$ cat config.mk
export PLATFORM = sky130hd
export DESIGN_NAME = exc_ctrl_flat
export DESIGN_NICKNAME = d
export VERILOG_FILES = /design/src/rtl/exc_ctrl_pkg.sv /design/src/rtl/exc_ctrl_if.sv /design/src/rtl/exc_ctrl_prio_enc.sv /design/src/rtl/exc_ctrl.sv /design/src/flat_wrapper.sv
export SDC_FILE = /design/constraint.sdc
export NUM_CORES = 1
export LEC_CHECK = 0
export CAP_MARGIN = 20
export CORE_MARGIN = 4
export CORE_UTILIZATION = 30
export CTS_CLUSTER_SIZE = 16
export DETAILED_ROUTE_END_ITERATION = 7
export GPL_TIMING_DRIVEN = 1
export PLACE_DENSITY = 0.76
export SLEW_MARGIN = 20
export SYNTH_ARGS = -nofsm -noshare
export SYNTH_HDL_FRONTEND = slang
export SYNTH_HIERARCHICAL = 1
export SYNTH_SLANG_ARGS = --single-unit
$ cat constraint.sdc
create_clock -name clk -period 6.5 [get_ports clk]
set_clock_uncertainty 0.1 [all_clocks]
set_input_delay 1.625 -clock clk [delete_from_list [all_inputs] [get_ports clk]]
set_output_delay 1.625 -clock clk [all_outputs]
set_load 0.005 [all_outputs]
$ cat src/rtl/exc_ctrl_pkg.sv
// Shared exception-sequencer definitions: ExcCode values, FSM states, flag layout.
package exc_pkg;

  localparam logic [4:0] EXCCODE_INT  = 5'h00;
  localparam logic [4:0] EXCCODE_ADEL = 5'h04;
  localparam logic [4:0] EXCCODE_ADES = 5'h05;
  localparam logic [4:0] EXCCODE_SYS  = 5'h08;
  localparam logic [4:0] EXCCODE_BP   = 5'h09;
  localparam logic [4:0] EXCCODE_RI   = 5'h0A;
  localparam logic [4:0] EXCCODE_OV   = 5'h0C;

  localparam logic [31:0] EXC_ENTRY_DEFAULT = 32'hBFC00380;

  typedef enum logic [1:0] {
    IDLE     = 2'd0,
    FLUSH    = 2'd1,
    REDIRECT = 2'd2
  } exc_state_e;

  // Field order is highest priority first.
  typedef struct packed {
    logic fetch_error;
    logic inst_reserved;
    logic syscall;
    logic brk;
    logic overflow;
    logic raddr_error;
    logic waddr_error;
  } exc_flags_t;

endpackage

$ cat src/rtl/exc_ctrl_if.sv
// Redirect handshake between the exception sequencer (master) and fetch (slave).
interface exc_ctrl_if;
  logic [32:0] exc_bus;
  logic        redirect_ack;

  modport master (output exc_bus, input redirect_ack);
  modport slave  (input exc_bus, output redirect_ack);
endinterface

$ cat src/rtl/exc_ctrl_prio_enc.sv
// Fixed-priority encoder from WB exception flags to {any_exc, ExcCode}.
module exc_prio_enc
  import exc_pkg::*;
(
  input  exc_flags_t  flags,
  output logic        any_exc,
  output logic [4:0]  cause_code
);

  always_comb begin
    any_exc    = 1'b1;
    cause_code = '0;
    if      (flags.fetch_error)   cause_code = EXCCODE_ADEL;
    else if (flags.inst_reserved) cause_code = EXCCODE_RI;
    else if (flags.syscall)       cause_code = EXCCODE_SYS;
    else if (flags.brk)           cause_code = EXCCODE_BP;
    else if (flags.overflow)      cause_code = EXCCODE_OV;
    else if (flags.raddr_error)   cause_code = EXCCODE_ADEL;
    else if (flags.waddr_error)   cause_code = EXCCODE_ADES;
    else                          any_exc    = 1'b0;
  end

endmodule

$ cat src/rtl/exc_ctrl.sv
// Exception/ERET sequencer: commit-time CP0 strobes, timed cancel, redirect handshake.
// Optional interrupt entry enabled by defining EXC_CTRL_INT_EN.
module exc_ctrl
  import exc_pkg::*;
#(
  parameter int unsigned FLUSH_CYCLES = 2,
  parameter logic [31:0] EXC_ENTRY    = EXC_ENTRY_DEFAULT
) (
  input  logic        clk,
  input  logic        resetn,
  input  logic        wb_valid,
  input  logic [31:0] wb_pc,
  input  logic        fetch_error,
  input  logic        inst_reserved,
  input  logic        syscall,
  input  logic        brk,
  input  logic        overflow,
  input  logic        raddr_error,
  input  logic        waddr_error,
  input  logic        eret,
  input  logic [31:0] epc_rdata,
`ifdef EXC_CTRL_INT_EN
  input  logic        int_pending,
  input  logic        status_ie,
  input  logic        status_exl,
`endif
  exc_ctrl_if.master  redir,
  output logic        commit_kill,
  output logic        cause_wen,
  output logic [4:0]  cause_code,
  output logic        epc_wen,
  output logic [31:0] epc_wdata,
  output logic        exl_set,
  output logic        exl_clr,
  output logic        cancel,
  output logic        wb_stall
);

  localparam logic [3:0] FLUSH_LAST = 4'(FLUSH_CYCLES);

  exc_state_e  state;
  logic [3:0]  counter;
  logic [31:0] target_r;
  logic        redir_valid;

  exc_flags_t  flags;
  logic        any_exc;
  logic [4:0]  prio_code;
  logic        int_req;
  logic        slot;
  logic        exc_ev;
  logic        eret_ev;

  assign flags = {fetch_error, inst_reserved, syscall, brk,
                  overflow, raddr_error, waddr_error};

  exc_prio_enc u_prio (
    .flags      (flags),
    .any_exc    (any_exc),
    .cause_code (prio_code)
  );

`ifdef EXC_CTRL_INT_EN
  assign int_req = int_pending & status_ie & ~status_exl;
`else
  assign int_req = 1'b0;
`endif

  // Strobes are gated by resetn so nothing fires while reset is held.
  assign slot    = resetn & (state == IDLE) & wb_valid;
  assign exc_ev  = slot & (int_req | any_exc);
  assign eret_ev = slot & eret & ~int_req & ~any_exc;

  always_comb begin
    cause_wen   = 1'b0;
    cause_code  = '0;
    epc_wen     = 1'b0;
    epc_wdata   = '0;
    exl_set     = 1'b0;
    exl_clr     = 1'b0;
    commit_kill = 1'b0;
    if (exc_ev) begin
      cause_wen   = 1'b1;
      cause_code  = int_req ? EXCCODE_INT : prio_code;
      epc_wen     = 1'b1;
      epc_wdata   = wb_pc;
      exl_set     = 1'b1;
      commit_kill = 1'b1;
    end
    if (eret_ev) exl_clr = 1'b1;
  end

  always_ff @(posedge clk) begin
    if (!resetn) begin
      state       <= IDLE;
      counter     <= '0;
      target_r    <= '0;
      cancel      <= 1'b0;
      wb_stall    <= 1'b0;
      redir_valid <= 1'b0;
    end else begin
      case (state)
        IDLE: if (exc_ev || eret_ev) begin
          state    <= FLUSH;
          counter  <= 4'd1;
          cancel   <= 1'b1;
          wb_stall <= 1'b1;
          target_r <= exc_ev ? EXC_ENTRY : epc_rdata;
        end
        FLUSH: begin
          // Counter stops at FLUSH_CYCLES; the compare doubles as saturation.
          if (counter == FLUSH_LAST) begin
            state       <= REDIRECT;
            cancel      <= 1'b0;
            redir_valid <= 1'b1;
          end else begin
            counter <= counter + 4'd1;
          end
        end
        REDIRECT: if (redir.redirect_ack) begin
          state       <= IDLE;
          counter     <= '0;
          redir_valid <= 1'b0;
          wb_stall    <= 1'b0;
        end
        default: state <= IDLE;
      endcase
    end
  end

  assign redir.exc_bus = redir_valid ? {1'b1, target_r} : '0;

endmodule
$ cat src/flat_wrapper.sv
// flat-port wrapper written by rule: the top's interface ports become plain ports
module exc_ctrl_flat import exc_pkg::*;
#(
  parameter int unsigned FLUSH_CYCLES = 2,
  parameter logic [31:0] EXC_ENTRY    = EXC_ENTRY_DEFAULT
)
  (clk, resetn, wb_valid, wb_pc, fetch_error, inst_reserved, syscall, brk, overflow, raddr_error, waddr_error, eret, epc_rdata, commit_kill, cause_wen, cause_code, epc_wen, epc_wdata, exl_set, exl_clr, cancel, wb_stall, redir_exc_bus, redir_redirect_ack);
  exc_ctrl_if redir_i ();
  input  logic clk;
  input  logic resetn;
  input  logic wb_valid;
  input  logic [31:0] wb_pc;
  input  logic fetch_error;
  input  logic inst_reserved;
  input  logic syscall;
  input  logic brk;
  input  logic overflow;
  input  logic raddr_error;
  input  logic waddr_error;
  input  logic eret;
  input  logic [31:0] epc_rdata;
  output logic commit_kill;
  output logic cause_wen;
  output logic [4:0] cause_code;
  output logic epc_wen;
  output logic [31:0] epc_wdata;
  output logic exl_set;
  output logic exl_clr;
  output logic cancel;
  output logic wb_stall;
  output wire logic [$bits(redir_i.exc_bus)-1:0] redir_exc_bus;
  input wire logic [$bits(redir_i.redirect_ack)-1:0] redir_redirect_ack;
  assign redir_exc_bus = redir_i.exc_bus;
  assign redir_i.redirect_ack = redir_redirect_ack;
  exc_ctrl #(.FLUSH_CYCLES(FLUSH_CYCLES), .EXC_ENTRY(EXC_ENTRY)) u_core (.clk(clk), .resetn(resetn), .wb_valid(wb_valid), .wb_pc(wb_pc), .fetch_error(fetch_error), .inst_reserved(inst_reserved), .syscall(syscall), .brk(brk), .overflow(overflow), .raddr_error(raddr_error), .waddr_error(waddr_error), .eret(eret), .epc_rdata(epc_rdata), .redir(redir_i), .commit_kill(commit_kill), .cause_wen(cause_wen), .cause_code(cause_code), .epc_wen(epc_wen), .epc_wdata(epc_wdata), .exl_set(exl_set), .exl_clr(exl_clr), .cancel(cancel), .wb_stall(wb_stall));
endmodule
==> results of run 1 <==
through the flow:
stage          util [%]  area (um^2)  hold slack (ns)
4_1_cts            53.4         3950            0.398
2_1_floorplan         -         2330            0.352
6_report           53.4         3950            0.399
5_1_grt            53.4         3950            0.422
3_5_place_dp       52.0         3850            0.385
3_3_place_gp       52.0         3850            0.361
per-layer routing:
metal	vias to the layer above	track usage (%)	part of all wire [%]
li1	1162	-	-
met1	1042	16.9	42
met2	71	26.6	50
met3	2	3.44	6.9
met4	0	1.42	0.28
met5	-	0	0
layout by cell type, fill, tap and decap left out, types with 3 or more instances in the layout:
cell	instances
clkdlybuf4s50_1	151
and2_1	70
dfxtp_1	41
nor2b_1	21
a22oi_1	20
o221a_2	13
nand2_1	9
inv_1	8
clkbuf_8	7
ha_1	6
nor2_1	5
buf_4	3
nand2b_1	3
nand3_1	3
a21boi_0	3
o21a_1	3
cell type report:
| type | count | area, um^2 | share of cell area [%] |
|---|---|---|---|
| Timing Repair Buffer | 154 | 1530 | 38.8 |
| Multi-Input combinational cell | 187 | 1340 | 33.9 |
| Sequential cell | 41 | 821 | 20.8 |
| Tap cell | 99 | 124 | 3.13 |
| Clock buffer | 7 | 96.3 | 2.44 |
| Inverter | 9 | 33.8 | 0.854 |
| Clock inverter | 1 | 5.00 | 0.127 |
worst paths after layout:
path              cells past startpoint                               to  slack [ns]                    startpoint
setup / recovery                      7                          exl_clr        0.69                           brk
hold / removal                        2     u_core/state[0]$_SDFFE_PN0P_        0.40  u_core/state[0]$_SDFFE_PN0P_
setup reg to reg                      7  u_core/target_r[0]$_SDFFE_PN0P_        4.48  u_core/state[0]$_SDFFE_PN0P_
hold reg to reg                       2     u_core/state[0]$_SDFFE_PN0P_        0.40  u_core/state[0]$_SDFFE_PN0P_
worst register-to-register path, stage by stage, from the launching register on:
cell and delay [ns]:
dfxtp_1 0.36, inv_1 0.09, ha_1 0.28, and4_1 0.19
nand2b_2 0.30, inv_2 0.35, a22oi_1 0.12, nor2b_1 0.15
power breakdown:
| group | internal, uW | total (uW) | switching, uW |
|---|---|---|---|
| Combinational | 146 | 250 | 104 |
| Clock | 96.0 | 178 | 82.3 |
| Sequential | 278 | 293 | 14.8 |
| Total | 520 | 721 | 201 |
logic make-up after synthesis:
logic type | share of synthesized area [%]
AOI/OAI and AO/OA | 20.6
adders and majority gates | 3.22
buffers and inverters | 7.52
DFF | 35.2
muxes | 0.859
other | 0.161
and+or+nand+nor | 32.4
state kept, by name (all words and copies together) (netlist names):
register	count
u_core/state	2
u_core/target_r	32
u_core/wb_stall	1
u_core/counter	4
u_core/cancel	1
u_core/redir_valid	1
==> metrics.txt, run 1 <==
Die Width 96.1 um; Cell Area, Synth 2330 um^2; final RePlAce weighted congestion 0.821; Post-synth EDFFs 0; DR vias 2277; DR WL/cell 14.2 um; Synth Register Bits 41; Initial Util a little under a third; final setup violation count 0; Max-slew headroom between 20 and 30%; Synth warnings 6; unique cell type count in the Yosys netlist 43; die height 96.1 um; post-route ant nets 0; final worst-path cycle share 89.4%; layout cells sized above 1 8.52%; setup bufs post-CTS 0; Overflow after GRT 0; H-tree levels 2; buffer and inverter count on the worst path 3; clock sink total 41; antenna diode count 0; cell mode on critical path clkdlybuf4s50_1; syn_nets 343; Slew Viols, Final 0; Crit-path slowest cell clkdlybuf4s50_1; minimum clock period between 5 and 6 ns; Ports 153; # fillers about 690; Worst Tran Pin Value 1.07 ns; Max Cap Viol 0; drt first pass iters 4; post-synthesis cell count between 200 and 300; Hold WC Path Type register to register; number of global-route vias before repair 2215; total CTS buffers 5; hold_buf cts 0; DP Cell Count 490; top cells by count, synth 70 x and2_1, 41 x dfxtp_1, 21 x nor2b_1, 20 x a22oi_1, 13 x o221a_2; Startpoint Class input pin; row cnt 31; share of the synthesized area in the top cell type 35.2%; CTS tree done; Worst-Skew Late Latency 0.28 ns; Main synth FF type dfxtp_1; 1st-iter DRT viols 81; RSZ-0062 raised after global routing no; status finished clean; dpl hpwl roughly 5500 um; maximum vdd drop 0.118 mV; Fmax 172 MHz; pin count of the biggest net entering global routing 48; critical path endpoint category output port; final setup TNS 0 ns; clock slew at reported path FFs around 0.080 ns; final hold violations 0; Root Driver clkbuf_8; Critical Path AT roughly 4.1 ns; Area Overhead vs Synth 69.7%; DR vias/cell ~4.6; IO buf count between 150 and 200; Req. time, crit path 4.78 ns; fin cells 498; first-pass GRT wire length 10700 um; final setup margin 0.686 ns; CP Class input pin to output port; Core Box Area around 7400 um^2; Mean Syn Cell Area 8.93 um^2; register area share after synthesis 35.2%; CTS max path bufs 2; slowest stage delay, CP 0.58 ns; final wirelength 7090 um; post-synthesis async set-or-reset flop share 0%; Synth area leader dfxtp_1; Pwr Total 721 uW; count leader, synth and2_1; CP cell instances clkdlybuf4s50_1, nor3_1, nand3_1, and4_1, nand2b_2, inv_2, clkdlybuf4s50_1; post-CTS sizing 0; leak pwr roughly 0.0015 uW; Worst Path Max Fanout 21; power per cell area 182 nW/um^2; top cells by area, synth dfxtp_1 35%, and2_1 19%, a22oi_1 6.4%, o221a_2 6.3%, nor2b_1 5.6%; critical path's top delay family buffers and inverters; Die ar. 9240 um^2; GR Util All Layers around 14%; Nets 480; drt drc 0; initial antenna violation count 0; Setup WS pre-CTS 0.686 ns
(Power assumes the default switching activity.)
==> inputs of run 2 (changes only) <==
--- a/config.mk
+++ b/config.mk
@@ -10,7 +10,7 @@
 export CORE_UTILIZATION = 30
 export CTS_CLUSTER_SIZE = 16
 export DETAILED_ROUTE_END_ITERATION = 7
-export GPL_TIMING_DRIVEN = 1
+export GPL_TIMING_DRIVEN = 0
 export PLACE_DENSITY = 0.76
 export SLEW_MARGIN = 20
 export SYNTH_ARGS = -nofsm -noshare
==> run 2 against run 1 <==
  * Final area increased by 2.3%
  * Non-clock buffer count increased by 21
  * Critical path type unchanged
  * Hold slack got worse by 0.012 ns
  * Sequential share of layout area decreased by 0.47 points
  * Largest cell class unchanged
  * Sequential cell count unchanged
  * Maximum frequency increased by 5.8%
  * Via count increased by 4.0%
==> metrics.txt, run 2 (synthesis gave the netlist of run 1 again) <==
final setup violation count 0 (unchanged); # fillers 663 (was 686); layout cells sized above 1 10.2% (was 8.52%); post-route ant nets 0 (unchanged); leak pwr 0.00152 uW (was 0.00147 uW); Startpoint Class input pin (unchanged); number of global-route vias before repair 2330 (was 2215); CP Class input pin to output port (unchanged); fin cells 519 (was 498); Hold WC Path Type register to register (unchanged); leading cell type in the layout, fill and taps excluded clkdlybuf4s50_1 (unchanged); Nets 501 (was 480); H-tree levels 2 (unchanged); dpl hpwl 5850 um (was 5470 um); CTS tree done (unchanged); final RePlAce weighted congestion 0.817 (was 0.821); CP endpoint epc_wdata[19] (was exl_clr); critical path endpoint category output port (unchanged); DR vias 2369 (was 2277); Die Width 96.1 um (unchanged); setup bufs post-CTS 0 (unchanged); status finished clean (unchanged); Hold WS 0.388 ns (was 0.399 ns); FF-to-FF Start u_core/state[1]$_SDFFE_PN0P_ (was u_core/state[0]$_SDFFE_PN0P_); drt first pass iters 4 (unchanged); die height 96.1 um (unchanged); final wirelength 7110 um (was 7090 um); final setup TNS 0 ns (unchanged); Die ar. 9240 um^2 (unchanged); final worst-path cycle share 84.6% (was 89.4%); r2r endpoint u_core/target_r[25]$_SDFFE_PN0P_ (was u_core/target_r[0]$_SDFFE_PN0P_); Worst Path Max Fanout 10 (was 21); IO buf count 151 (unchanged); antenna diode count 0 (unchanged); row cnt 31 (unchanged); DR vias/cell 4.56 (was 4.57); power per cell area 176 nW/um^2 (was 182 nW/um^2); GR Util All Layers 14.8% (was 14.3%); pin count of the biggest net entering global routing 14 (was 48); WHS Path Cells 2 (unchanged); Critical Path AT 3.77 ns (was 4.09 ns); CTS max path bufs 2 (unchanged); R2R Setup Slk 4.69 ns (was 4.48 ns); hold_buf cts 0 (unchanged); Max Cap Viol 0 (unchanged); Core Box Area 7410 um^2 (unchanged); final hold violations 0 (unchanged); Worst-Skew Late Latency 0.28 ns (about the same); Slew Viols, Final 0 (unchanged); final instance area 4050 um^2 (was 3950 um^2); 1st-iter DRT viols 88 (was 81); Overflow after GRT 0 (unchanged); DR WL/cell 13.7 um (was 14.2 um); Area Overhead vs Synth 73.6% (was 69.7%); post-CTS sizing 0 (unchanged); drt drc 0 (unchanged); RSZ-0062 raised after global routing no (unchanged); clock slew at reported path FFs 0.07 ns (was 0.08 ns); Ports 153 (unchanged); R2R cell count 6 (was 7); Critical Path Start brk (unchanged); maximum vdd drop 0.100 mV (was 0.118 mV); DP Area 3970 um^2 (was 3850 um^2); Root Driver clkbuf_8 (unchanged); DP Cell Count 511 (was 490); minimum clock period 5.50 ns (was 5.81 ns); Most flops, register u_core/target_r (unchanged); initial antenna violation count 0 (unchanged); most frequent cells in the layout 151 x clkdlybuf4s50_1, 70 x and2_1, 41 x dfxtp_1 (unchanged); max reg flops 32 (unchanged); Top Registers u_core/target_r x32, u_core/counter x4, u_core/state x2 (unchanged); total CTS buffers 5 (unchanged); Initial Util 31.4% (unchanged); Fmax 182 MHz (was 172 MHz); clock sink total 41 (unchanged); Req. time, crit path 4.78 ns (about the same); first-pass GRT wire length 11000 um (was 10700 um)
## run 2: area by class of cell
type / instances / area, um^2 / share of cell area (%)
sequential: 41 / 821 / 20.3
inverter: 9 / 33.8 / 0.835
buffer: 24 / 141 / 3.50
multi-input combinational: 187 / 1330 / 33.0
clock buffer: 8 / 80.1 / 1.98
timing repair buffer: 151 / 1510 / 37.4
tap: 99 / 124 / 3.06
## run 2: routing by layer
layer  vias to the layer above  GRT usage (%)  part of all wire (%)
met5                         -              0                     0
met4                         0           1.42                  0.44
met3                         4           4.14                   8.1
met2                        73           27.3                    50
met1                      1086           17.6                    41
li1                       1206              -                     -
## run 2: through the flow
stage,utilization [%],total power (uW),worst slack [ns]
5_1_grt,54.6,758,0.809
3_5_place_dp,53.5,564,0.978
4_1_cts,54.6,719,0.972
6_report,54.6,712,1.00
3_3_place_gp,53.5,558,1.03
2_1_floorplan,-,439,2.11
## run 2: worst max-delay path: stages
cell             delay (ns)
clkdlybuf4s50_1        0.46
nor3_1                 0.27
nand3_1                0.18
and4_1                 0.25
buf_2                  0.17
clkbuf_2               0.17
and2_1                 0.18
clkdlybuf4s50_1        0.46
## run 2: how the worst min path moves through the flow
stage,from,to
2_1_floorplan,u_core/state[0]$_SDFFE_PN0P_,u_core/state[0]$_SDFFE_PN0P_
3_3_place_gp,u_core/state[0]$_SDFFE_PN0P_,u_core/state[0]$_SDFFE_PN0P_
3_5_place_dp,u_core/state[0]$_SDFFE_PN0P_,u_core/state[0]$_SDFFE_PN0P_
4_1_cts,u_core/state[0]$_SDFFE_PN0P_,u_core/state[0]$_SDFFE_PN0P_
5_1_grt,u_core/state[0]$_SDFFE_PN0P_,u_core/state[0]$_SDFFE_PN0P_
6_report,u_core/state[0]$_SDFFE_PN0P_,u_core/state[0]$_SDFFE_PN0P_
## run 2: power breakdown
part | total, uW | switching, uW | internal [uW]
Clock | 155 | 78.6 | 76.3
Combinational | 264 | 106 | 158
Sequential | 293 | 14.8 | 278
Total | 712 | 199 | 513
==> inputs of run 3 (changes only) <==
--- a/config.mk
+++ b/config.mk
@@ -11,7 +11,7 @@
 export CTS_CLUSTER_SIZE = 16
 export DETAILED_ROUTE_END_ITERATION = 7
 export GPL_TIMING_DRIVEN = 0
-export PLACE_DENSITY = 0.76
+export PLACE_DENSITY = 0.79
 export SLEW_MARGIN = 20
 export SYNTH_ARGS = -nofsm -noshare
 export SYNTH_HDL_FRONTEND = slang
==> constraint.sdc (replaced) <==
create_clock -name clk -period 4.8 [get_ports clk]
set_clock_uncertainty 0.1 [all_clocks]
set_input_delay 1.2 -clock clk [delete_from_list [all_inputs] [get_ports clk]]
set_output_delay 1.2 -clock clk [all_outputs]
set_load 0.005 [all_outputs]
==> run 3 against run 2 <==
  * Total power up 46%
  * Sequential cell count unchanged
  * Final area grew 0.90%
  * Via count up 0.72%
  * Count of clock-buffer cells in the layout fell by 1
  * Combinational power increased by 36%
  * Die area unchanged
==> metrics.txt, run 3 (synthesis gave the netlist of run 1 again) <==
DR vias 2386 (was 2369); Root Driver clkbuf_8 (unchanged); final setup TNS 0 ns (unchanged); DP Cell Count 511 (unchanged); Die ar. 9240 um^2 (unchanged); Nets 501 (unchanged); H-tree levels 2 (unchanged); final hold violations 0 (unchanged); IO buf count 151 (unchanged); row cnt 31 (unchanged); clock slew at reported path FFs 0.08 ns (was 0.07 ns); minimum clock period between 4 and 5 ns; Core Box Area 7410 um^2 (unchanged); # fillers 672 (was 663); Overflow after GRT 0 (unchanged); Pwr Total 1040 uW (was 712 uW); Req. time, crit path 3.50 ns (was 4.78 ns); max reg flops 32 (unchanged); Initial Util 31.4% (unchanged); Worst Tran Pin Value 0.531 ns; dpl hpwl 5990 um (was 5850 um); maximum vdd drop 0.174 mV (was 0.100 mV); Startpoint Class input pin (unchanged); Setup WS pre-CTS 0.101 ns (was 0.978 ns); number of global-route vias before repair 2304 (was 2330); initial antenna violation count 0 (unchanged); clock sink total 41 (unchanged); final RePlAce weighted congestion 0.806 (was 0.817); Most flops, register u_core/target_r (unchanged); 1st-iter DRT viols 69 (was 88); Critical Path AT 3.36 ns (was 3.77 ns); leading cell type in the layout, fill and taps excluded clkdlybuf4s50_1 (unchanged); Fmax ~210 MHz; first-pass GRT wire length 11100 um (was 11000 um); drt drc 0 (unchanged); drt first pass iters 4 (unchanged); Top Registers u_core/target_r x32, u_core/counter x4, u_core/state x2 (unchanged); CP Class input pin to output port (unchanged); Worst Path Max Fanout 10 (unchanged); Max Cap Viol 0 (unchanged); Ports 153 (unchanged); Worst-Skew Late Latency 0.29 ns (was 0.28 ns); final setup violation count 0 (unchanged); final worst-path cycle share 97.1%; antenna diode count 0 (unchanged); DR WL/cell 14.2 um (was 13.7 um); total CTS buffers 5 (unchanged); final setup margin 0.138 ns (was 1.00 ns); RSZ-0062 raised after global routing no (unchanged); Area Overhead vs Synth 75.2% (was 73.6%); critical path endpoint category output port (unchanged); layout cells sized above 1 10.7% (was 10.2%); setup bufs post-CTS 0 (unchanged); die height 96.1 um (unchanged); final wirelength 7380 um (was 7110 um); CTS max path bufs 2 (unchanged); Hold WC Path Type register to register (unchanged); DR vias/cell 4.60 (was 4.56); power per cell area 255 nW/um^2 (was 176 nW/um^2); leak pwr 0.00154 uW (was 0.00152 uW); status finished clean (unchanged); most frequent cells in the layout 151 x clkdlybuf4s50_1, 70 x and2_1, 41 x dfxtp_1 (unchanged); Slew Viols, Final 0 (unchanged); CTS tree done (unchanged); pin count of the biggest net entering global routing 14 (unchanged); GR Util All Layers 15.0% (was 14.8%); Die Width 96.1 um (unchanged); fin cells 519 (unchanged); post-route ant nets 0 (unchanged); Max-slew headroom 64.6%
-- run 3: path summary, 6_finish.rpt --
path	start	end	slack, ns	cells after the start
min	u_core/state[0]$_SDFFE_PN0P_	u_core/state[0]$_SDFFE_PN0P_	0.39	2
min reg2reg	u_core/state[0]$_SDFFE_PN0P_	u_core/state[0]$_SDFFE_PN0P_	0.39	2
max reg2reg	u_core/state[1]$_SDFFE_PN0P_	u_core/target_r[25]$_SDFFE_PN0P_	2.96	6
max	brk	epc_wdata[6]	0.14	8
-- run 3: per-stage QoR --
step	util [%]	hold slack, ns	instance area, um^2
after floorplan	-	0.352	2330
after global placement	53.5	0.363	3970
after detailed placement	53.5	0.385	3970
after CTS	55.1	0.396	4080
after global routing	55.1	0.423	4080
final	55.1	0.392	4080
-- run 3: what timing repair did --
| action | in CTS | in global routing |
|---|---|---|
| hold buffers | 0 | 0 |
| gates resized for setup | 0 | 0 |
| endpoints found under the setup margin | 0 | 1 |
-- run 3: area by class of cell --
class	instances	area, um^2	share of cell area (%)
Clock inverter	1	30.0	0.736
Clock buffer	7	86.3	2.12
Timing Repair Buffer	151	1510	37.0
Tap cell	99	124	3.03
Buffer	24	141	3.46
Sequential cell	41	821	20.1
Inverter	9	33.8	0.828
Multi-Input combinational cell	187	1330	32.7
-- run 3: critical path, cell delays in order --
cell	delay, ns
clkdlybuf4s50_1	0.46
nor3_1	0.26
nand3_1	0.19
and4_1	0.26
buf_2	0.17
clkbuf_2	0.17
and2_1	0.18
clkdlybuf4s50_1	0.47
-- run 3: routing by layer --
metal	part of all wire [%]	vias to the layer above	GRT usage [%]	routed length [um]
met3	12	4	5.71	882
met2	50	92	27.4	3650
met1	38	1086	17.1	2820
met5	0	-	0	0
met4	0.33	0	1.66	24
li1	-	1204	-	-
-- run 3: where the power goes --
part / total (uW) / internal [uW] / switching (uW)
sequential: 397 / 377 / 19.8
clock: 283 / 170 / 113
combinational: 359 / 214 / 145
total: 1040 / 760 / 279
